## config.mk

```make
export PLATFORM = sky130hd
export DESIGN_NAME = fetch_unit
export DESIGN_NICKNAME = d
export VERILOG_FILES = /design/src/rtl/riscv_pkg.sv /design/src/rtl/fetch_fifo.sv /design/src/rtl/fetch_unit.sv
export SDC_FILE = /design/constraint.sdc
export NUM_CORES = 1
export LEC_CHECK = 0
export CAP_MARGIN = 20
export CORE_MARGIN = 5
export CORE_UTILIZATION = 49
export DETAILED_ROUTE_END_ITERATION = 12
export PLACE_DENSITY_LB_ADDON = 0.05
export SLEW_MARGIN = 20
export SYNTH_ARGS = -nofsm -noshare
export SYNTH_HDL_FRONTEND = slang
export SYNTH_HIERARCHICAL = 1
export SYNTH_SLANG_ARGS = --single-unit
```

## constraint.sdc

```tcl
create_clock -name clk_i -period 4.3 [get_ports clk_i]
set_clock_uncertainty 0.2 [all_clocks]
set_input_delay 0.86 -clock clk_i [delete_from_list [all_inputs] [get_ports clk_i]]
set_output_delay 0.86 -clock clk_i [all_outputs]
set_load 0.05 [all_outputs]
```

## src/rtl/riscv_pkg.sv

```systemverilog
// Shared RV32 definitions for the fetch stage and the decode controller.
// Holds the bubble encoding, default reset PC, opcodes and the fetch buffer entry layout.
package riscv_pkg;

  localparam int          XLEN         = 32;
  localparam logic [31:0] INST_BUBBLE  = 32'h0000_0000;
  localparam logic [31:0] RESET_PC_DEF = 32'h0000_0000;

  localparam logic [6:0]  OP_R   = 7'b0110011;
  localparam logic [6:0]  OP_I   = 7'b0010011;
  localparam logic [6:0]  OP_NOP = 7'b0000000;

  // One buffered fetch: request PC in the upper half, instruction word in the lower.
  typedef struct packed {
    logic [XLEN-1:0] pc;
    logic [XLEN-1:0] inst;
  } fetch_entry_t;

  function automatic logic [XLEN-1:0] word_align(input logic [XLEN-1:0] a);
    return {a[XLEN-1:2], 2'b00};
  endfunction

endpackage

```

## src/rtl/fetch_fifo.sv

```systemverilog
// Small synchronous prefetch FIFO; head entry is visible on rdata_o without a pop.
// Push and pop on a full FIFO in the same cycle is allowed and leaves count unchanged.
module fetch_fifo
  import riscv_pkg::*;
#(
  parameter  int DEPTH = 2,
  parameter  int WIDTH = 64,
  localparam int AW    = (DEPTH > 1) ? $clog2(DEPTH) : 1,
  localparam int CW    = $clog2(DEPTH) + 1
) (
  input  logic             clk_i,
  input  logic             rst_i,
  input  logic             push_i,
  input  logic [WIDTH-1:0] wdata_i,
  input  logic             pop_i,
  input  logic             flush_i,
  output logic [WIDTH-1:0] rdata_o,
  output logic             full_o,
  output logic             empty_o,
  output logic [CW-1:0]    count_o
);

  logic [WIDTH-1:0] r_mem [DEPTH];
  logic [AW-1:0]    r_wr_ptr;
  logic [AW-1:0]    r_rd_ptr;
  logic [CW-1:0]    r_count;
  logic             w_push;
  logic             w_pop;

  assign empty_o = (r_count == '0);
  assign full_o  = (r_count == CW'(DEPTH));
  assign count_o = r_count;
  assign rdata_o = r_mem[r_rd_ptr];

  assign w_pop  = pop_i && !empty_o && !flush_i;
  assign w_push = push_i && (!full_o || w_pop) && !flush_i;

  always_ff @(posedge clk_i) begin
    if (w_push) r_mem[r_wr_ptr] <= wdata_i;
  end

  // Pointers wrap naturally because DEPTH is a power of two.
  always_ff @(posedge clk_i) begin
    if (rst_i || flush_i) begin
      r_wr_ptr <= '0;
      r_rd_ptr <= '0;
      r_count  <= '0;
    end else begin
      if (w_push) r_wr_ptr <= r_wr_ptr + AW'(1);
      if (w_pop)  r_rd_ptr <= r_rd_ptr + AW'(1);
      r_count <= r_count + CW'(w_push) - CW'(w_pop);
    end
  end

endmodule

```

## src/rtl/fetch_unit.sv

```systemverilog
// Instruction fetch stage: sequential PC, credit-limited req/gnt/rvalid fetches,
// prefetch FIFO and a registered one-instruction-per-cycle output to decode.
module fetch_unit
  import riscv_pkg::*;
#(
  parameter logic [31:0] RESET_PC   = RESET_PC_DEF,
  parameter int          FIFO_DEPTH = 2
) (
  input  logic        clk_i,
  input  logic        rst_i,
  output logic        imem_req_o,
  output logic [31:0] imem_addr_o,
  input  logic        imem_gnt_i,
  input  logic        imem_rvalid_i,
  input  logic [31:0] imem_rdata_i,
  input  logic        stall_i,
  input  logic        flush_i,
  input  logic [31:0] flush_pc_i,
  output logic [31:0] inst_o,
  output logic        inst_valid_o,
  output logic [31:0] pc_o
);

  localparam int CW = $clog2(FIFO_DEPTH) + 1;
  localparam int DW = 8;

  logic [31:0]   r_pc;
  logic [31:0]   r_resp_pc;
  logic [CW-1:0] r_out;
  logic [DW-1:0] r_drop;
  logic [31:0]   r_inst;
  logic [31:0]   r_inst_pc;
  logic          r_valid;

  logic [CW-1:0] w_count;
  logic          w_empty;
  logic          w_full;
  fetch_entry_t  w_head;
  fetch_entry_t  w_word;
  logic [CW:0]   w_inflight;
  logic          w_fire;
  logic          w_dropr;
  logic          w_take;
  logic          w_bypass;
  logic          w_pop;
  logic          w_push;
  logic [31:0]   w_flush_pc;

  // Credit covers both buffered words and in-flight fetches, so a response always has a slot.
  assign w_inflight = {1'b0, w_count} + {1'b0, r_out};
  assign imem_req_o = !rst_i && !flush_i && (w_inflight < (CW+1)'(FIFO_DEPTH));
  assign imem_addr_o = r_pc;

  assign w_fire     = imem_req_o && imem_gnt_i;
  assign w_dropr    = imem_rvalid_i && (r_drop != '0);
  assign w_take     = imem_rvalid_i && (r_drop == '0) && (r_out != '0);
  assign w_word     = '{pc: r_resp_pc, inst: imem_rdata_i};
  assign w_flush_pc = word_align(flush_pc_i);

  assign w_pop    = !flush_i && !stall_i && !w_empty;
  assign w_bypass = !flush_i && !stall_i && w_empty && w_take;
  assign w_push   = !flush_i && w_take && !w_bypass && (!w_full || w_pop);

  fetch_fifo #(
    .DEPTH (FIFO_DEPTH),
    .WIDTH ($bits(fetch_entry_t))
  ) u_fifo (
    .clk_i   (clk_i),
    .rst_i   (rst_i),
    .push_i  (w_push),
    .wdata_i (w_word),
    .pop_i   (w_pop),
    .flush_i (flush_i),
    .rdata_o (w_head),
    .full_o  (w_full),
    .empty_o (w_empty),
    .count_o (w_count)
  );

  always_ff @(posedge clk_i) begin
    if (rst_i) begin
      r_pc      <= RESET_PC;
      r_resp_pc <= RESET_PC;
      r_out     <= '0;
      r_drop    <= '0;
      r_inst    <= INST_BUBBLE;
      r_inst_pc <= RESET_PC;
      r_valid   <= 1'b0;
    end else if (flush_i) begin
      // Everything still owed by memory becomes a word to discard, minus any that lands now.
      r_pc      <= w_flush_pc;
      r_resp_pc <= w_flush_pc;
      r_out     <= '0;
      r_drop    <= r_drop - DW'(w_dropr) + DW'(r_out) - DW'(w_take) + DW'(w_fire);
      r_inst    <= INST_BUBBLE;
      r_valid   <= 1'b0;
    end else begin
      if (w_fire) r_pc      <= r_pc + 32'd4;
      if (w_take) r_resp_pc <= r_resp_pc + 32'd4;
      r_out  <= r_out + CW'(w_fire) - CW'(w_take);
      r_drop <= r_drop - DW'(w_dropr);
      if (!stall_i) begin
        if (w_pop) begin
          r_inst    <= w_head.inst;
          r_inst_pc <= w_head.pc;
          r_valid   <= 1'b1;
        end else if (w_bypass) begin
          r_inst    <= imem_rdata_i;
          r_inst_pc <= r_resp_pc;
          r_valid   <= 1'b1;
        end else begin
          r_inst    <= INST_BUBBLE;
          r_valid   <= 1'b0;
        end
      end
    end
  end

  assign inst_o       = r_inst;
  assign inst_valid_o = r_valid;
  assign pc_o         = r_inst_pc;

endmodule
```

==> out/qor.txt, run 1 <==
total length of routed wires -> 25700 um
final hold violations -> 0
synth-to-layout area growth -> 26.44%
worst min path class -> reg2reg
Antenna Cells -> 0
overall power -> 0.006437 W
Worst-Skew Late Latency -> 0.53 ns
hpwl dp -> 16480 um
endpoints failing setup -> 0
Num CTS Buffers -> 28
H-tree lvl count -> 1
combinational power share -> 17.0%
hold buffer count at CTS -> 0
layout cells sized above 1 -> 13.36%
FILL cells -> 1935
core footprint -> 23260 sq um
Row Count -> 56
Critical Path Start Type -> flop
Starting Density -> 49.24%
sequential-to-total area share from yosys stat -> 58.03%
vias per inst -> 5.307
CP max-delay cell -> or4_4
post-synthesis register bit count -> 268
final std cells w/o fill -> 1494
All-Layer GR Usage -> 18.95%
vias in the first global route -> 7767
Crit path required time -> 4.48 ns
max-cap violation count -> 0
relative slew slack -> 37.37%
cell depth of the worst flop-to-flop path -> 14
Die ar. -> 26530 sq um
Top Ports -> 168
CP Cell Sequence -> and2_1, fa_1, or4_4, clkinvlp_4, nand2_1, ha_1, fa_1, fa_1, nor2b_1, o21ai_0, a22oi_1, o21ai_0, mux2i_1, o221ai_1
most used flip-flop cell after synthesis -> dfxtp_1
Post-Route Utilization -> 62.25%
final net count -> 1241
number of synthesized flops with an enable pin -> 128
R2R setup slack -> 0.22 ns
port bufs -> 163
Post-Syn Area -> 11450 sq um
fmax -> 245.1 MHz
synth warn -> 6
Clock power frac -> 39.0%
Cells after Synth -> 979
Period minus WS final -> 4.079 ns
initial antenna violation count -> 0
first-pass GRT wire length -> 40790 um
fin area -> 14480 sq um
crit-path most repeated cell -> fa_1
post-CTS resize count -> 0
CTS tree -> built
Antenna Nets Post-Route -> 0
WP data arrival -> 4.26 ns
worst slack, placed -> -0.2167 ns
Die Y -> 162.9 um
setup bufs post-CTS -> 0
crit path max fanout -> 4
CP peak stage delay -> 0.53 ns
drt drc -> 0
Crit. End Element -> flop
count of unique library cells instantiated by Yosys -> 61
grt total ovfl -> 0
fin. max-slew vios -> 0
Pleak -> 4.930 nW
P_int -> 0.004801 W
routability cong. -> 0.7844
Final period util -> 94.87%
kind of critical path -> reg2reg
switching pwr -> 0.001636 W
clk sinks -> 268
Clock Pin Slew Worst Setup and Hold Paths -> 0.06 ns
die width -> 162.9 um
hold depth -> 2
Max Root-Sink Buffers -> 3
dpl cell area -> 13490 sq um
Pre-antenna DRT Iters -> 5
Mean Syn Cell Area -> 11.70 sq um
PD cells -> 444.5 nW/um^2
commonest non-fill, non-tap cell in the layout -> clkdlybuf4s50_1
RSZ-0062 raised after global routing -> false
status -> finished, final reports clean
most frequent cells in the layout -> 161 x clkdlybuf4s50_1, 138 x dfxtp_1, 128 x edfxtp_1
worst vdd ir -> 363.1 uV
Slew @ Worst Pin -> 0.9394 ns
final worst slack -> 0.2207 ns
Post-synth ARST share -> 0%
switching part of the total -> 25.42%
clock root cell -> clkbuf_16
largest net degree at the start of global routing -> 78
sequential power share -> 44.0%
vias post-DR -> 7929
Cells after DPL -> 1442
drt wl/cell -> 17.20 um
first-iteration detailed-routing DRC count -> 416
## worst max-delay path, delay by kind of cell (launching register included)
family	cells	cell delay, ns
AO/OA/AOI/OAI	4	0.59
multiplexers	1	0.16
AND/OR/NAND/NOR	4	0.92
adder cells (fa/ha/maj)	4	1.59
buffers and inverters	1	0.09
flip-flops	1	0.39
## power by group through the flow
stage               combinational [W]  clock [W]  sequential (W)
floorplan                    0.000676          0         0.00292
global placement              0.00107          0         0.00288
detailed placement            0.00108          0         0.00288
CTS                           0.00109    0.00257         0.00283
global route                  0.00123    0.00269         0.00284
finish                        0.00109    0.00251         0.00283
## registers in the layout, summed over array words and instances, names as in the netlist, named ones only
| signal | flops |
|---|---|
| imem_addr_o | 30 |
| inst_o | 32 |
| inst_valid_o | 1 |
| pc_o | 32 |
| r_drop | 8 |
| r_out | 2 |
| r_resp_pc | 30 |
| u_fifo/count_o | 2 |
| u_fifo/r_mem | 128 |
| u_fifo/r_rd_ptr | 1 |
| u_fifo/r_wr_ptr | 1 |
## through the flow
stage / TNS, ns / hold WS [ns]
floorplan: 0 / 0.2709
global placement: -0.2774 / 0.2435
detailed placement: -0.4370 / 0.2483
CTS: 0 / 0.2540
global route: 0 / 0.2729
finish: 0 / 0.2512
## routing by layer
metal | up-vias | share of wire, % | GRT usage (%)
met5 | - | 0 | 0
met1 | 3770 | 49 | 27.51
li1 | 3934 | - | -
met2 | 194 | 44 | 29.75
met4 | 0 | 1.5 | 4.156
met3 | 31 | 5.9 | 3.695
## cell families (layout without fill, tap and decap cells)
logic type / after synthesis / after routing / share of synthesized area (%)
DFF: 268 / 268 / 58.03
and+or+nand+nor: 247 / 247 / 10.57
AOI/OAI and AO/OA: 193 / 193 / 12.02
buffers and inverters: 103 / 294 / 4.140
muxes: 83 / 83 / 7.997
xor gates and xnor gates: 66 / 66 / 5.047
adders and majority gates: 18 / 18 / 2.163
other: 1 / 6 / 0.03274
## layout make-up
type                            count  area [sq um]  area share [%]
Tap cell                          319         399.1           2.756
Inverter                           46         176.4           1.218
Sequential cell                   268          6649           45.91
Multi-Input combinational cell    613          4365           30.15
Clock buffer                       37         795.8           5.495
Timing Repair Buffer              196          1909           13.18
Clock inverter                     15         186.4           1.287
## Yosys cell counts (all sizes together) (5+ instances only)
master,count,area share (%)
dfxtp,140,24
edfxtp,128,34
nor2,94,3.1
mux2,65,6.4
a21oi,61,2.8
nand2,47,1.5
inv,45,1.5
clkbuf,37,1.2
xnor2,34,2.6
a222oi,32,2.8
xor2,32,2.4
a21boi,27,1.8
a211oi,23,1.5
nand4,23,1.3
nand3,22,0.96
buf,20,1.4
mux2i,18,1.6
a22oi,17,1.1
ha,15,1.6
and3,11,0.60
o21bai,10,0.66
nor3,9,0.39
nor2b,8,0.50
and2,7,0.40
o21a,6,0.39
nor3b,5,0.33
nor4,5,0.51
o21ai,5,0.22
## worst paths after layout
kind	from	end
setup reg to reg	r_out[0]	r_drop[6]
hold / removal	pc_o[23]	pc_o[23]
hold reg to reg	pc_o[23]	pc_o[23]
setup / recovery	r_out[0]	r_drop[6]
(Power assumes the default switching activity.)
==> run 2, diff against run 1 <==
MAX_ROUTING_LAYER = met4   (was not set)
==> run 2 against run 1 <==
Cell count unchanged. Maximum frequency about the same. Critical path depth unchanged. Highest routed layer unchanged. Die area unchanged. Largest power group unchanged. Register-to-register slack about the same. Worst hold slack about the same. Clock-buffer cell count unchanged. Via count decreased by 0.18%. Sequential power about the same. Wire length decreased by 0.12%.
==> out/qor.txt, run 2 (synthesis results as in run 1) <==
hold buffer count at CTS -> 0
fmax -> 245.1 MHz
final hold violations -> 0
RSZ-0062 raised after global routing -> false
fin area -> 14480 sq um
synth-to-layout area growth -> 26.44%
worst min path class -> reg2reg
Num CTS Buffers -> 28
initial antenna violation count -> 0
Clock Pin Slew Worst Setup and Hold Paths -> 0.06 ns
Die Y -> 162.9 um
vias post-DR -> 7915
clk sinks -> 268
Crit. End Element -> flop
max-cap violation count -> 0
H-tree lvl count -> 1
Pleak -> 4.930 nW
Top Ports -> 168
port bufs -> 163
routability cong. -> 0.7953
fin. max-slew vios -> 0
crit path max fanout -> 4
Antenna Nets Post-Route -> 0
CTS tree -> built
status -> finished, final reports clean
vias per inst -> 5.298
core footprint -> 23260 sq um
die width -> 162.9 um
most frequent cells in the layout -> 161 x clkdlybuf4s50_1, 138 x dfxtp_1, 128 x edfxtp_1
first-pass GRT wire length -> 40770 um
cell depth of the worst flop-to-flop path -> 14
grt total ovfl -> 0
Max Root-Sink Buffers -> 3
commonest non-fill, non-tap cell in the layout -> clkdlybuf4s50_1
final std cells w/o fill -> 1494
Final period util -> 94.86%
clock root cell -> clkbuf_16
Worst-Skew Late Latency -> 0.53 ns
Starting Density -> 49.24%
Min Hold Slack -> 0.2512 ns
endpoints failing setup -> 0
WP data arrival -> 4.26 ns
All-Layer GR Usage -> 19.51%
Cells after DPL -> 1442
hold depth -> 2
max reg flops -> 128
Antenna Cells -> 0
Period minus WS final -> 4.079 ns
Critical Path Start Type -> flop
dpl cell area -> 13490 sq um
setup bufs post-CTS -> 0
PD cells -> 444.5 nW/um^2
final net count -> 1241
FILL cells -> 1935
layout cells sized above 1 -> 13.36%
largest net degree at the start of global routing -> 78
Slew @ Worst Pin -> 0.9361 ns
kind of critical path -> reg2reg
drt drc -> 0
Crit path required time -> 4.48 ns
Pre-antenna DRT Iters -> 5
total length of routed wires -> 25670 um
worst vdd ir -> 363.1 uV
Die ar. -> 26530 sq um
Row Count -> 56
vias in the first global route -> 7772
drt wl/cell -> 17.18 um
first-iteration detailed-routing DRC count -> 444
Biggest register -> u_fifo/r_mem
hpwl dp -> 16480 um
relative slew slack -> 37.60%
-- run 2: cell counts in the layout (fill, tap and decap cells not counted) --
No cell type changed its count.
-- run 2: worst paths after layout --
kind	startpoint	slack (ns)	to
setup / recovery	r_out[0]	0.22	r_drop[6]
setup reg to reg	r_out[0]	0.22	r_drop[6]
hold / removal	pc_o[23]	0.25	pc_o[23]
hold reg to reg	pc_o[23]	0.25	pc_o[23]
-- run 2: area by class of cell --
cell class	count	area (sq um)	share of cell area, %
Clock buffer	37	795.8	5.495
Clock inverter	15	186.4	1.287
Inverter	46	176.4	1.218
Multi-Input combinational cell	613	4365	30.15
Sequential cell	268	6649	45.91
Tap cell	319	399.1	2.756
Timing Repair Buffer	196	1909	13.18
-- run 2: repair_timing --
action                                  4_1_cts  5_1_grt
endpoints found under the setup margin        0        3
hold endpoints to repair                      0        0
resized for setup                             0        3
-- run 2: critical path, cell delays in order, from the launching register on --
cell	delay, ns
dfxtp_1	0.39
and2_1	0.16
fa_1	0.42
or4_4	0.53
clkinvlp_4	0.09
nand2_1	0.07
ha_1	0.32
fa_1	0.44
fa_1	0.41
nor2b_1	0.16
o21ai_0	0.16
a22oi_1	0.19
o21ai_0	0.12
mux2i_1	0.16
o221ai_1	0.12
-- run 2: per-layer routing --
| layer | vias up | track usage [%] | part of all wire, % |
|---|---|---|---|
| met5 | - | - | 0 |
| met4 | 0 | 4.156 | 1.5 |
| met3 | 33 | 3.265 | 5.7 |
| met2 | 192 | 29.79 | 44 |
| met1 | 3756 | 27.76 | 49 |
| li1 | 3934 | - | - |
-- run 2: through the flow --
step	total power, W	TNS, ns	setup slack, ns	utilization [%]
after global placement	0.003958	-0.2774	-0.1311	57.99
after detailed placement	0.003966	-0.4370	-0.2167	57.99
after global routing	0.006756	0	0.04223	62.25
final	0.006436	0	0.2208	62.25
after floorplan	0.003599	0	0.1174	-
after CTS	0.006488	0	0.08654	62.21
-- run 2: report_power, final --
| group | total [W] | leakage, nW | switching, W | internal (W) |
|---|---|---|---|---|
| sequential | 0.00283 | 2.30 | 0.0000888 | 0.00274 |
| combinational | 0.00109 | 2.15 | 0.000577 | 0.000517 |
| clock | 0.00251 | 0.481 | 0.000970 | 0.00154 |
| total | 0.00644 | 4.93 | 0.00164 | 0.00480 |
